[config.mk]
export PLATFORM = sky130hd
export DESIGN_NAME = wb_arbiter
export DESIGN_NICKNAME = d
export VERILOG_FILES = /design/src/rtl/wb_arbiter_pkg.sv /design/src/rtl/wb_fifo.sv /design/src/rtl/wb_arbiter.sv
export SDC_FILE = /design/constraint.sdc
export NUM_CORES = 1
export LEC_CHECK = 0
export ABC_AREA = 1
export BUFFER_PORTS_ARGS = -buffer_cell sky130_fd_sc_hd__clkbuf_2
export CORE_ASPECT_RATIO = 0.5
export CORE_MARGIN = 2
export CORE_UTILIZATION = 40
export CTS_CLUSTER_DIAMETER = 100
export DETAILED_ROUTE_END_ITERATION = 10
export HOLD_SLACK_MARGIN = 0.1
export PLACE_DENSITY = 0.64
export SYNTH_ARGS = -nofsm -noshare
export SYNTH_HDL_FRONTEND = slang
export SYNTH_SLANG_ARGS = --single-unit
export TNS_END_PERCENT = 1
[constraint.sdc]
create_clock -name clk -period 6.2 [get_ports clk]
set_input_delay 0.62 -clock clk [delete_from_list [all_inputs] [get_ports clk]]
set_output_delay 0.62 -clock clk [all_outputs]
set_load 0.02 [all_outputs]
[src/rtl/wb_arbiter_pkg.sv]
// rtl/wb_arbiter_pkg.sv - shared constants and helpers for the writeback arbiter
//
// Purpose : default widths, requester count, FIFO depth, requester index
//           names and the round-robin successor function.
// Ports   : none (package).

package wb_arbiter_pkg;

  localparam int ROB_ADDR_LEN  = 4;
  localparam int DATA_LEN      = 32;
  localparam int ADDR_LEN      = 32;

  localparam int WB_NUM_REQ    = 3;
  localparam int WB_FIFO_DEPTH = 2;

  typedef enum logic [1:0] {
    WB_SRC_ALU = 2'd0,
    WB_SRC_SLB = 2'd1,
    WB_SRC_AUX = 2'd2
  } wb_src_e;

  // Successor of requester g in a ring of n; wraps explicitly so n need not
  // be a power of two.
  function automatic int rr_next(input int g, input int n);
    return (g >= n - 1) ? 0 : g + 1;
  endfunction

endpackage

[src/rtl/wb_fifo.sv]
// rtl/wb_fifo.sv - single-requester skid FIFO with push, pop, count and flush
//
// Purpose : holds completed results of one execution unit until granted.
// Ports   : clk, rst            clock, synchronous active-high reset
//           rdy                 global enable; low freezes all state
//           flush               clears counts and pointers
//           push_valid_i/ready_o, push_data_i   producer handshake
//           pop_i               advance read pointer (caller guarantees non-empty)
//           head_o              entry at the read pointer
//           count_o             number of stored entries

module wb_fifo
  import wb_arbiter_pkg::*;
#(
  parameter  int DEPTH = WB_FIFO_DEPTH,
  parameter  int WIDTH = 8,
  localparam int PTR_W = $clog2(DEPTH),
  localparam int CNT_W = PTR_W + 1
) (
  input  logic             clk,
  input  logic             rst,
  input  logic             rdy,
  input  logic             flush,
  input  logic             push_valid_i,
  input  logic [WIDTH-1:0] push_data_i,
  output logic             push_ready_o,
  input  logic             pop_i,
  output logic [WIDTH-1:0] head_o,
  output logic [CNT_W-1:0] count_o
);

  logic [WIDTH-1:0] mem_q [DEPTH];
  logic [PTR_W-1:0] wr_ptr_q, wr_ptr_d;
  logic [PTR_W-1:0] rd_ptr_q, rd_ptr_d;
  logic [CNT_W-1:0] count_q, count_d;
  logic             push;
  logic             pop;

  // Ready looks only at the registered count, so a full FIFO stays not-ready
  // even when it is popped this cycle.
  assign push_ready_o = rdy && !flush && (count_q != CNT_W'(DEPTH));
  assign push         = push_valid_i && push_ready_o;
  assign pop          = pop_i && rdy && !flush && (count_q != '0);

  assign head_o  = mem_q[rd_ptr_q];
  assign count_o = count_q;

  always_comb begin
    wr_ptr_d = wr_ptr_q;
    rd_ptr_d = rd_ptr_q;
    count_d  = count_q;
    if (flush) begin
      wr_ptr_d = '0;
      rd_ptr_d = '0;
      count_d  = '0;
    end else begin
      if (push) wr_ptr_d = wr_ptr_q + PTR_W'(1);
      if (pop)  rd_ptr_d = rd_ptr_q + PTR_W'(1);
      case ({push, pop})
        2'b10:   count_d = count_q + CNT_W'(1);
        2'b01:   count_d = count_q - CNT_W'(1);
        default: count_d = count_q;
      endcase
    end
  end

  always_ff @(posedge clk) begin
    if (rst) begin
      wr_ptr_q <= '0;
      rd_ptr_q <= '0;
      count_q  <= '0;
    end else if (rdy) begin
      wr_ptr_q <= wr_ptr_d;
      rd_ptr_q <= rd_ptr_d;
      count_q  <= count_d;
    end
  end

  always_ff @(posedge clk) begin
    if (push) mem_q[wr_ptr_q] <= push_data_i;
  end

endmodule

[src/rtl/wb_arbiter.sv]
// rtl/wb_arbiter.sv - round-robin arbiter of execution results onto the ROB writeback port
//
// Purpose : one skid FIFO per execution unit; a round-robin pointer picks the
//           first non-empty FIFO and its head is registered onto wb_*.
//           A misbranch flush empties every FIFO.
// Ports   : clk, rst, rdy, flush        clock, sync reset, global enable, flush
//           req_valid/req_ready         per-unit handshake
//           req_robnum/data/need_jump/true_pc   flattened per-unit payload
//           wb_valid, wb_robnum, wb_data, wb_need_jump, wb_true_pc, wb_src
//                                       registered writeback

module wb_arbiter
  import wb_arbiter_pkg::*;
#(
  parameter  int NUM_REQ    = WB_NUM_REQ,
  parameter  int FIFO_DEPTH = WB_FIFO_DEPTH,
  parameter  int ROB_ADDR_W = ROB_ADDR_LEN,
  parameter  int DATA_W     = DATA_LEN,
  parameter  int ADDR_W     = ADDR_LEN,
  localparam int SRC_W      = (NUM_REQ > 1) ? $clog2(NUM_REQ) : 1
) (
  input  logic                         clk,
  input  logic                         rst,
  input  logic                         rdy,
  input  logic                         flush,
  input  logic [NUM_REQ-1:0]           req_valid,
  output logic [NUM_REQ-1:0]           req_ready,
  input  logic [NUM_REQ*ROB_ADDR_W-1:0] req_robnum,
  input  logic [NUM_REQ*DATA_W-1:0]    req_data,
  input  logic [NUM_REQ-1:0]           req_need_jump,
  input  logic [NUM_REQ*ADDR_W-1:0]    req_true_pc,
  output logic                         wb_valid,
  output logic [ROB_ADDR_W-1:0]        wb_robnum,
  output logic [DATA_W-1:0]            wb_data,
  output logic                         wb_need_jump,
  output logic [ADDR_W-1:0]            wb_true_pc,
  output logic [SRC_W-1:0]             wb_src
);

  localparam int ENT_W = ROB_ADDR_W + DATA_W + 1 + ADDR_W;
  localparam int CNT_W = $clog2(FIFO_DEPTH) + 1;

  logic [ENT_W-1:0]   push_ent [NUM_REQ];
  logic [ENT_W-1:0]   head_ent [NUM_REQ];
  logic [CNT_W-1:0]   count    [NUM_REQ];
  logic [NUM_REQ-1:0] nonempty;
  logic [NUM_REQ-1:0] pop;

  logic               any_ne;
  int                 grant_int;
  int                 rr_int;
  logic [SRC_W-1:0]   grant_idx;
  logic [ENT_W-1:0]   grant_ent;
  logic               do_pop;

  logic [SRC_W-1:0]   rr_ptr_q, rr_ptr_d;
  logic               wb_valid_q;
  logic [ENT_W-1:0]   wb_ent_q;
  logic [SRC_W-1:0]   wb_src_q;

  for (genvar i = 0; i < NUM_REQ; i++) begin : g_req
    assign push_ent[i] = {req_robnum[i*ROB_ADDR_W +: ROB_ADDR_W],
                          req_data[i*DATA_W +: DATA_W],
                          req_need_jump[i],
                          req_true_pc[i*ADDR_W +: ADDR_W]};

    wb_fifo #(
      .DEPTH (FIFO_DEPTH),
      .WIDTH (ENT_W)
    ) u_fifo (
      .clk          (clk),
      .rst          (rst),
      .rdy          (rdy),
      .flush        (flush),
      .push_valid_i (req_valid[i]),
      .push_data_i  (push_ent[i]),
      .push_ready_o (req_ready[i]),
      .pop_i        (pop[i]),
      .head_o       (head_ent[i]),
      .count_o      (count[i])
    );

    assign nonempty[i] = (count[i] != '0);
    assign pop[i]      = do_pop && (grant_idx == SRC_W'(i));
  end

  // Scan distances k = 0..NUM_REQ-1 from rr_ptr; requester i sits at distance
  // k when i == rr+k, or i == rr+k-NUM_REQ once the scan wraps.
  always_comb begin
    any_ne    = 1'b0;
    grant_int = 0;
    rr_int    = int'(rr_ptr_q);
    for (int k = 0; k < NUM_REQ; k++) begin
      for (int i = 0; i < NUM_REQ; i++) begin
        if (!any_ne && nonempty[i] &&
            ((i == rr_int + k) || (i == rr_int + k - NUM_REQ))) begin
          any_ne    = 1'b1;
          grant_int = i;
        end
      end
    end
  end

  always_comb begin
    grant_ent = '0;
    for (int i = 0; i < NUM_REQ; i++) begin
      if (grant_int == i) grant_ent = head_ent[i];
    end
  end

  assign grant_idx = SRC_W'(grant_int);
  assign do_pop    = rdy && !flush && any_ne;
  assign rr_ptr_d  = SRC_W'(rr_next(grant_int, NUM_REQ));

  // Data fields only load on a grant, so they keep the last writeback
  // while idle or flushed; rr_ptr survives a flush.
  always_ff @(posedge clk) begin
    if (rst) begin
      rr_ptr_q   <= '0;
      wb_valid_q <= 1'b0;
      wb_ent_q   <= '0;
      wb_src_q   <= '0;
    end else if (rdy) begin
      if (flush) begin
        wb_valid_q <= 1'b0;
      end else if (any_ne) begin
        wb_valid_q <= 1'b1;
        wb_ent_q   <= grant_ent;
        wb_src_q   <= grant_idx;
        rr_ptr_q   <= rr_ptr_d;
      end else begin
        wb_valid_q <= 1'b0;
      end
    end
  end

  assign wb_valid = wb_valid_q;
  assign {wb_robnum, wb_data, wb_need_jump, wb_true_pc} = wb_ent_q;
  assign wb_src   = wb_src_q;

endmodule

=== Word-level counts from Yosys, hierarchy flattened ===
Memory sizes are Yosys's and may differ from the RTL's. A register that Yosys moved wholly into a read port is not among the register bits.
Index checks and enable logic that the tools add are counted.

* Flip-flop bits (word level): 86
* Bits in writable memories: 414
* Logic and storage cells: 199
* Memories kept: 3

{| class="wikitable"
|+ Memories
! name !! depth !! bits a word !! rd ports !! clocked after Yosys merged registers in !! wr ports !! line !! source
|-
| g_req[0].u_fifo.mem_q || 2 || 69 || 1 || 1 || 1 || wb_fifo.sv:32 || <nowiki>logic [WIDTH-1:0] mem_q [DEPTH];</nowiki>
|-
| g_req[1].u_fifo.mem_q || 2 || 69 || 1 || 1 || 1 || wb_fifo.sv:32 ||
|-
| g_req[2].u_fifo.mem_q || 2 || 69 || 1 || 1 || 1 || wb_fifo.sv:32 ||
|}

* Add/subtract/negate cells: 18
* $lt $le $gt $ge: 1
* Equality and inequality tests: 25
* Multiplexer cells: 53
* Bitwise operators: 1
* Reductions and logical operators: 85

{| class="wikitable"
|+ Operators by type and width
! operator !! number
|-
| zero test 32 bit || 7
|-
| 2-to-1 mux 32 bit || 7
|-
| 2-to-1 mux 69 bit || 3
|-
| == test 2 x 32 -> 1 bit, first input constant || 2
|-
| == test 3 x 32 -> 1 bit, first input constant || 2
|-
| logical AND 1 bit || 37
|-
| 2-to-1 mux 1 bit || 36
|-
| == test 32 x 2 -> 1 bit, second input constant || 1
|-
| == test 32 x 3 -> 1 bit, second input constant || 1
|-
| greater-or-equal comparator 32 x 3 -> 1 bit, second input constant || 1
|-
| AND reduction 2 bit || 9
|-
| nonzero test 2 bit || 9
|-
| one-hot mux 2 bit (2 select lines) || 3
|-
| zero test 1 bit || 9
|-
| logical OR 1 bit || 9
|-
| nonzero test 3 bit || 3
|-
| == test 2 x 1 -> 1 bit, second input constant || 4
|-
| == test 2 bit, second input constant || 4
|-
| == test 2 x 4 -> 1 bit, first input constant || 2
|-
| == test 3 x 4 -> 1 bit, first input constant || 2
|-
| 2-to-1 mux 2 bit || 4
|-
| subtractor 3 x 2 -> 4 bit, second input constant || 2
|-
| adder 1 bit, second input constant || 6
|-
| adder 2 x 1 -> 2 bit, second input constant || 3
|-
| 12 further kinds || 17
|}

=== Logic depth before layout (Yosys ltp) ===
* Word-level depth: 46
* Depth in mapped cells: 19
* Mapped depth without buffers: 18

=== Modules after synthesis ===
Synthesis repeated with hierarchy kept, for this count alone.

* Cell total of the unflattened synthesis: 1534
* Area, all modules: 20348.3 sq um

{| class="wikitable"
|+ Modules (own cells, without submodules)
! module !! times used !! cells an instance !! area each (sq um) !! seq. area each (sq um)
|-
| wb_fifo || 3 || 263 || 5270.1 || 4244.1
|-
| wb_arbiter || 1 || 745 || 4538.1 || 1481.4
|}

=== Worst setup path before layout ===
OpenSTA, ideal clock, no wires.

* Path kind: input port to flip-flop
* From: input rdy
* To: memory g_req[0].u_fifo.mem_q[1][0] in the netlist's numbering (enable)
* Library setup time: 498 ps
* Data arrival time: 4404 ps
* Data required time: 5702 ps
* Slack: 1297 ps
* Stages on the path: 7
* Cell sequence: clkbuf_1 -> inv_1 -> nor2_1 -> inv_1 -> nor2_1 -> nand2_1 -> nor2_1

* Longest elaborated chain between the ends: 5

{| class="wikitable"
|+ Ends and longest elaborated chain
! element !! line !! source
|-
| start, declared || wb_arbiter.sv:24 || <nowiki>input logic rdy,</nowiki>
|-
| logical AND 1 bit (2 in series) || wb_fifo.sv:41 || <nowiki>assign push_ready_o = rdy && !flush && (count_q != CNT_W'(DEPTH));</nowiki>
|-
| named net g_req[0].u_fifo.push_ready_o || wb_fifo.sv:26 || <nowiki>output logic push_ready_o,</nowiki>
|-
| logical AND 1 bit || wb_fifo.sv:42 || <nowiki>assign push = push_valid_i && push_ready_o;</nowiki>
|-
| 2-to-1 mux 1 bit || wb_fifo.sv:80 || <nowiki>if (push) mem_q[wr_ptr_q] <= push_data_i;</nowiki>
|-
| 2-to-1 mux 1 bit (not written as such) || wb_fifo.sv:80 ||
|-
| end, declared || wb_fifo.sv:32 ||
|}

The timed path passes the listed nets, and every way through them passes these cells.

=== Final worst setup path ===
* From: register rr_ptr_q[0]
* To: register g_req[0].u_fifo.count_q[1]

* Longest elaborated chain between the ends: 45

{| class="wikitable"
|+ Ends and longest elaborated chain
! element !! line !! source
|-
| start, declared || wb_arbiter.sv:56 || <nowiki>logic [SRC_W-1:0] rr_ptr_q, rr_ptr_d;</nowiki>
|-
| start signal, assigned || wb_arbiter.sv:130 || <nowiki>rr_ptr_q <= rr_ptr_d;</nowiki>
|-
| subtractor 2 x 2 -> 3 bit || wb_arbiter.sv:96 || <nowiki>((i == rr_int + k) || (i == rr_int + k - NUM_REQ))) begin</nowiki>
|-
| zero test 32 bit || wb_arbiter.sv:96 ||
|-
| logical OR 1 bit || wb_arbiter.sv:96 ||
|-
| logical AND 1 bit || wb_arbiter.sv:95 || <nowiki>if (!any_ne && nonempty[i] &&</nowiki>
|-
| 2-to-1 mux 1 bit || wb_arbiter.sv:95 ||
|-
| zero test 1 bit || wb_arbiter.sv:95 ||
|-
| logical AND 1 bit (2 in series) || wb_arbiter.sv:95 ||
|-
| 2-to-1 mux 1 bit || wb_arbiter.sv:95 ||
|-
| (+25 left out) || -- ||
|-
| logical AND 1 bit (2 in series) || wb_arbiter.sv:95 ||
|-
| 2-to-1 mux 32 bit or 2-to-1 mux 1 bit (tied branches) || wb_arbiter.sv:95 ||
|-
| zero test 2 bit or logical AND 1 bit (tied branches) || wb_arbiter.sv:84, wb_arbiter.sv:112 ||
|-
| logical AND 1 bit (*) || wb_arbiter.sv:84 || <nowiki>assign pop[i] = do_pop && (grant_idx == SRC_W'(i));</nowiki>
|-
| logical AND 1 bit (*) (3 in series) || wb_fifo.sv:43 || <nowiki>assign pop = pop_i && rdy && !flush && (count_q != '0);</nowiki>
|-
| == test 2 x 1 -> 1 bit or == test 2 bit (tied branches) || wb_fifo.sv:59 || <nowiki>case ({push, pop})</nowiki>
|-
| one-hot mux 2 bit (2 select lines) or nonzero test 3 bit (tied branches) || -- ||
|-
| 2-to-1 mux 2 bit or AND reduction 2 bit (tied branches) || -- ||
|-
| end signal, assigned || wb_fifo.sv:75 || <nowiki>count_q <= count_d;</nowiki>
|-
| end, declared || wb_fifo.sv:35 || <nowiki>logic [CNT_W-1:0] count_q, count_d;</nowiki>
|}

Every way passes the cells marked *; elsewhere a longest branch is shown, timed or not.
A chain may end at the register's enable or synchronous reset.

==> flow_metrics.env <==
export IMPL_count_of_vias_placed_by_the_detailed_router=12800
export IMPL_mappedNetlistArea_mm2=0.0195
export IMPL_total_power_uw=7480
export IMPL_cts_path_max_buffers=3
export IMPL_critical_path_startpoint="rr_ptr_q[0]"
export IMPL_floorplan_initialDensity=0.403
export IMPL_grt_first_pass_wirelength_mm=75.1
export IMPL_setup_viol_count_final=0
export IMPL_finish_net_count=2043
export IMPL_synth_main_ff_cell="edfxtp_1"
export IMPL_preCtsSetupSlack_ns=2.61
export IMPL_whs_path_depth=1
export IMPL_clkSinkCount=503
export IMPL_post_route_cells_drive_above_1_share=0.266
export IMPL_synthesis_yosys_warnings=0
export IMPL_final_period_minus_worst_setup_slack_ns=3.59
export IMPL_fin_ws_ns=2.61
export IMPL_floorplan_core_area_mm2=0.0484
export IMPL_highest_cell_delay_on_the_worst_timing_path_ns=0.71
export IMPL_placement_io_buffers=288
export IMPL_cts_buffers_inserted=47
export IMPL_antenna_found_initial=13
export IMPL_max_slew_margin_rel=0.280
export IMPL_mappedNetlistNets=1782
export IMPL_antenna_left=0
export IMPL_worst_endpoint_arrival_ns=4.03
export IMPL_slew_viol_final=0
export IMPL_timing_critical_path_max_delay_family="buffers and inverters"
export IMPL_yosys_cell_types_count=32
export IMPL_p_per_area_mw_per_mm2=325
export IMPL_fp_dieArea_mm2=0.0506
export IMPL_boundaryPins=289
export IMPL_setup_worst_path_end_class="register"
export IMPL_cts_hold_buffers=0
export IMPL_clk_latency_ns=0.56
export IMPL_stdcell_area_mm2=0.0230
export IMPL_worst_setup_path_type="register to register"
export IMPL_wirelength_mm=50.5
export IMPL_core_rowCount=57
export IMPL_synth_enable_flop_cells=414
export IMPL_rsz0062_at_grt="false"
export IMPL_mostFrequentLayoutCell="edfxtp_1"
export IMPL_met1_resource_use_gr=0.230
export IMPL_worst_r2r_endpoint="g_req[0].u_fifo.count_o[1]"
export IMPL_tritoncts="yes"
export IMPL_synthCells=1566
export IMPL_max_freq_mhz=278
export IMPL_hpwl_mm=30.4
export IMPL_grt_met2_usage=0.367
export IMPL_detail_route_iter0_violations=977
export IMPL_post_route_drc_count=0
export IMPL_root_buffer="clkbuf_16"
export IMPL_mostFrequentLayoutCells="414 x edfxtp_1, 352 x nand2_1, 288 x clkbuf_2, 144 x o211ai_1, 134 x a21oi_1"
export IMPL_endpoint="g_req[0].u_fifo.count_o[1]"
export IMPL_gr_usage_met3=0.0269
export IMPL_period_share=0.579
export IMPL_worst_endpoint_required_ns=6.64
export IMPL_grt_use_total=0.197
export IMPL_clk_pin_slew_ns=0.07
export IMPL_cp_depth=15
export IMPL_wl_per_cell_um=20.0
export IMPL_area_delta_synth_final_pct=18.2
export IMPL_ys_async_sr_fraction=0
export IMPL_cts_resized_gates=0
export IMPL_reg2regPathDepth=15
export IMPL_crit_chain="inv_1 -> ha_1 -> nand2_1 -> nand4_1 -> nand3_2 -> nor2_4 -> nand4_1 -> nand2_2 -> inv_4 -> buf_4 -> nand2_4 -> nand2_1 -> nand3_2 -> a21oi_1 -> nor2_1"
export IMPL_grt_start_max_net_pins=81
export IMPL_gr_max_usage_layer="met2"
export IMPL_regToRegStartpoint="rr_ptr_q[0]"
export IMPL_die_width_um=316
export IMPL_grt_overflow_total=0
export IMPL_synth_seq_area_share=0.729
export IMPL_run_status="complete, no violations"
export IMPL_dpl_cell_area_mm2=0.0215
export IMPL_maxCapViolCount=0
export IMPL_synth_register_bits=503
export IMPL_htreeDepth=2
export IMPL_critPathBufInv=3
export IMPL_die_h_um=160
export IMPL_first_global_vias=12600
export IMPL_timing_hold_violations_final=0
export IMPL_worstHoldPathType="input port to register"
export IMPL_critPathSlowestCell="inv_4"
export IMPL_gp_routability_congestion=0.863
export IMPL_cp_max_fo=80
export IMPL_routed_via_density=5.08
export IMPL_fin_worst_skew_ns=0.0223
export IMPL_cts_setup_buffers=0
export IMPL_first_pass_iters=7
export IMPL_vdd_ir_drop_worst_mv=0.182
export IMPL_r2r_slack_ns=2.61
export IMPL_tightestPinTransition_ns=1.08
export IMPL_tightest_hold_margin_ns=0.242
export IMPL_syn_avg_cell_area_um2=12.5
export IMPL_cellLeakagePower_uw=0.00882
export IMPL_start_kind="register"
export IMPL_totalNegativeSetupSlack_ns=0
## area by class of cell
cell class / count / area [µm²]
Fill cell: 4323 / 25300
Tap cell: 649 / 812
Sequential cell: 503 / 14200
Clock inverter: 12 / 97.6
Clock buffer: 74 / 1390
Antenna cell: 12 / 30.0
Multi-Input combinational cell: 865 / 4510
Inverter: 105 / 399
Timing Repair Buffer: 305 / 1580
## worst min path at each step
stage	startpoint	to	slack, ns
global route	req_true_pc[41]	g_req[1].u_fifo.mem_q[0][9]	0.22
floorplan	g_req[2].u_fifo.rd_ptr_q	register	0.41
global placement	g_req[2].u_fifo.rd_ptr_q	register	0.42
CTS	req_true_pc[6]	g_req[0].u_fifo.mem_q[1][6]	0.21
detailed placement	g_req[2].u_fifo.rd_ptr_q	register	0.43
finish	req_true_pc[6]	g_req[0].u_fifo.mem_q[0][6]	0.24
## power breakdown
part	switching, µW	internal, µW	total (µW)
logic	576	263	840
clock network	1220	1580	2800
registers	74.7	3770	3850
total	1870	5620	7480
## sequential cells by signal, indices dropped and copies added, names as in the netlist, named ones only
signal / flops
wb_valid: 1
g_req.u_fifo.rd_ptr_q: 3
g_req.u_fifo.mem_q: 414
g_req.u_fifo.count_o: 6
g_req.u_fifo.wr_ptr_q: 3
wb_ent_q: 69
wb_src: 2
rr_ptr_q: 2
## cells by family after synthesis
| family | Yosys count | share of synthesized area |
|---|---|---|
| and+or+nand+nor | 551 | 0.125 |
| buffers and inverters | 198 | 0.0422 |
| AOI/OAI and AO/OA | 308 | 0.100 |
| xor gates and xnor gates | 1 | 0.000449 |
| DFF | 503 | 0.729 |
| adders and majority gates | 2 | 0.00128 |
| muxes | 3 | 0.00154 |
## through the flow
stage | utilization | instances
floorplan | - | 1566
global placement | 0.445 | 2427
detailed placement | 0.445 | 2427
CTS | 0.476 | 2513
global route | 0.476 | 2525
finish | 0.476 | 2525
## synthesized netlist by cell type (4+ instances only)
cell type	instances	share of area
nand2_1	352	0.068
nand3_1	67	0.017
or2_2	78	0.025
dfxtp_1	89	0.091
buf_2	29	0.0074
a21oi_1	134	0.034
o21ai_0	13	0.0033
inv_1	96	0.018
nor2_1	33	0.0064
edfxtp_1	414	0.64
o211ai_1	144	0.055
nand4_1	7	0.0022
a21oi_2	11	0.0049
clkbuf_1	54	0.010
buf_4	7	0.0027
inv_2	8	0.0015
nand3_2	4	0.0021
## per-layer routing
layer,wire (µm),vias up
met5,11,-
met4,1290,2
met3,2020,83
met2,27400,279
met1,19800,6371
li1,-,6088
Power figures use the tool's default switching activity.
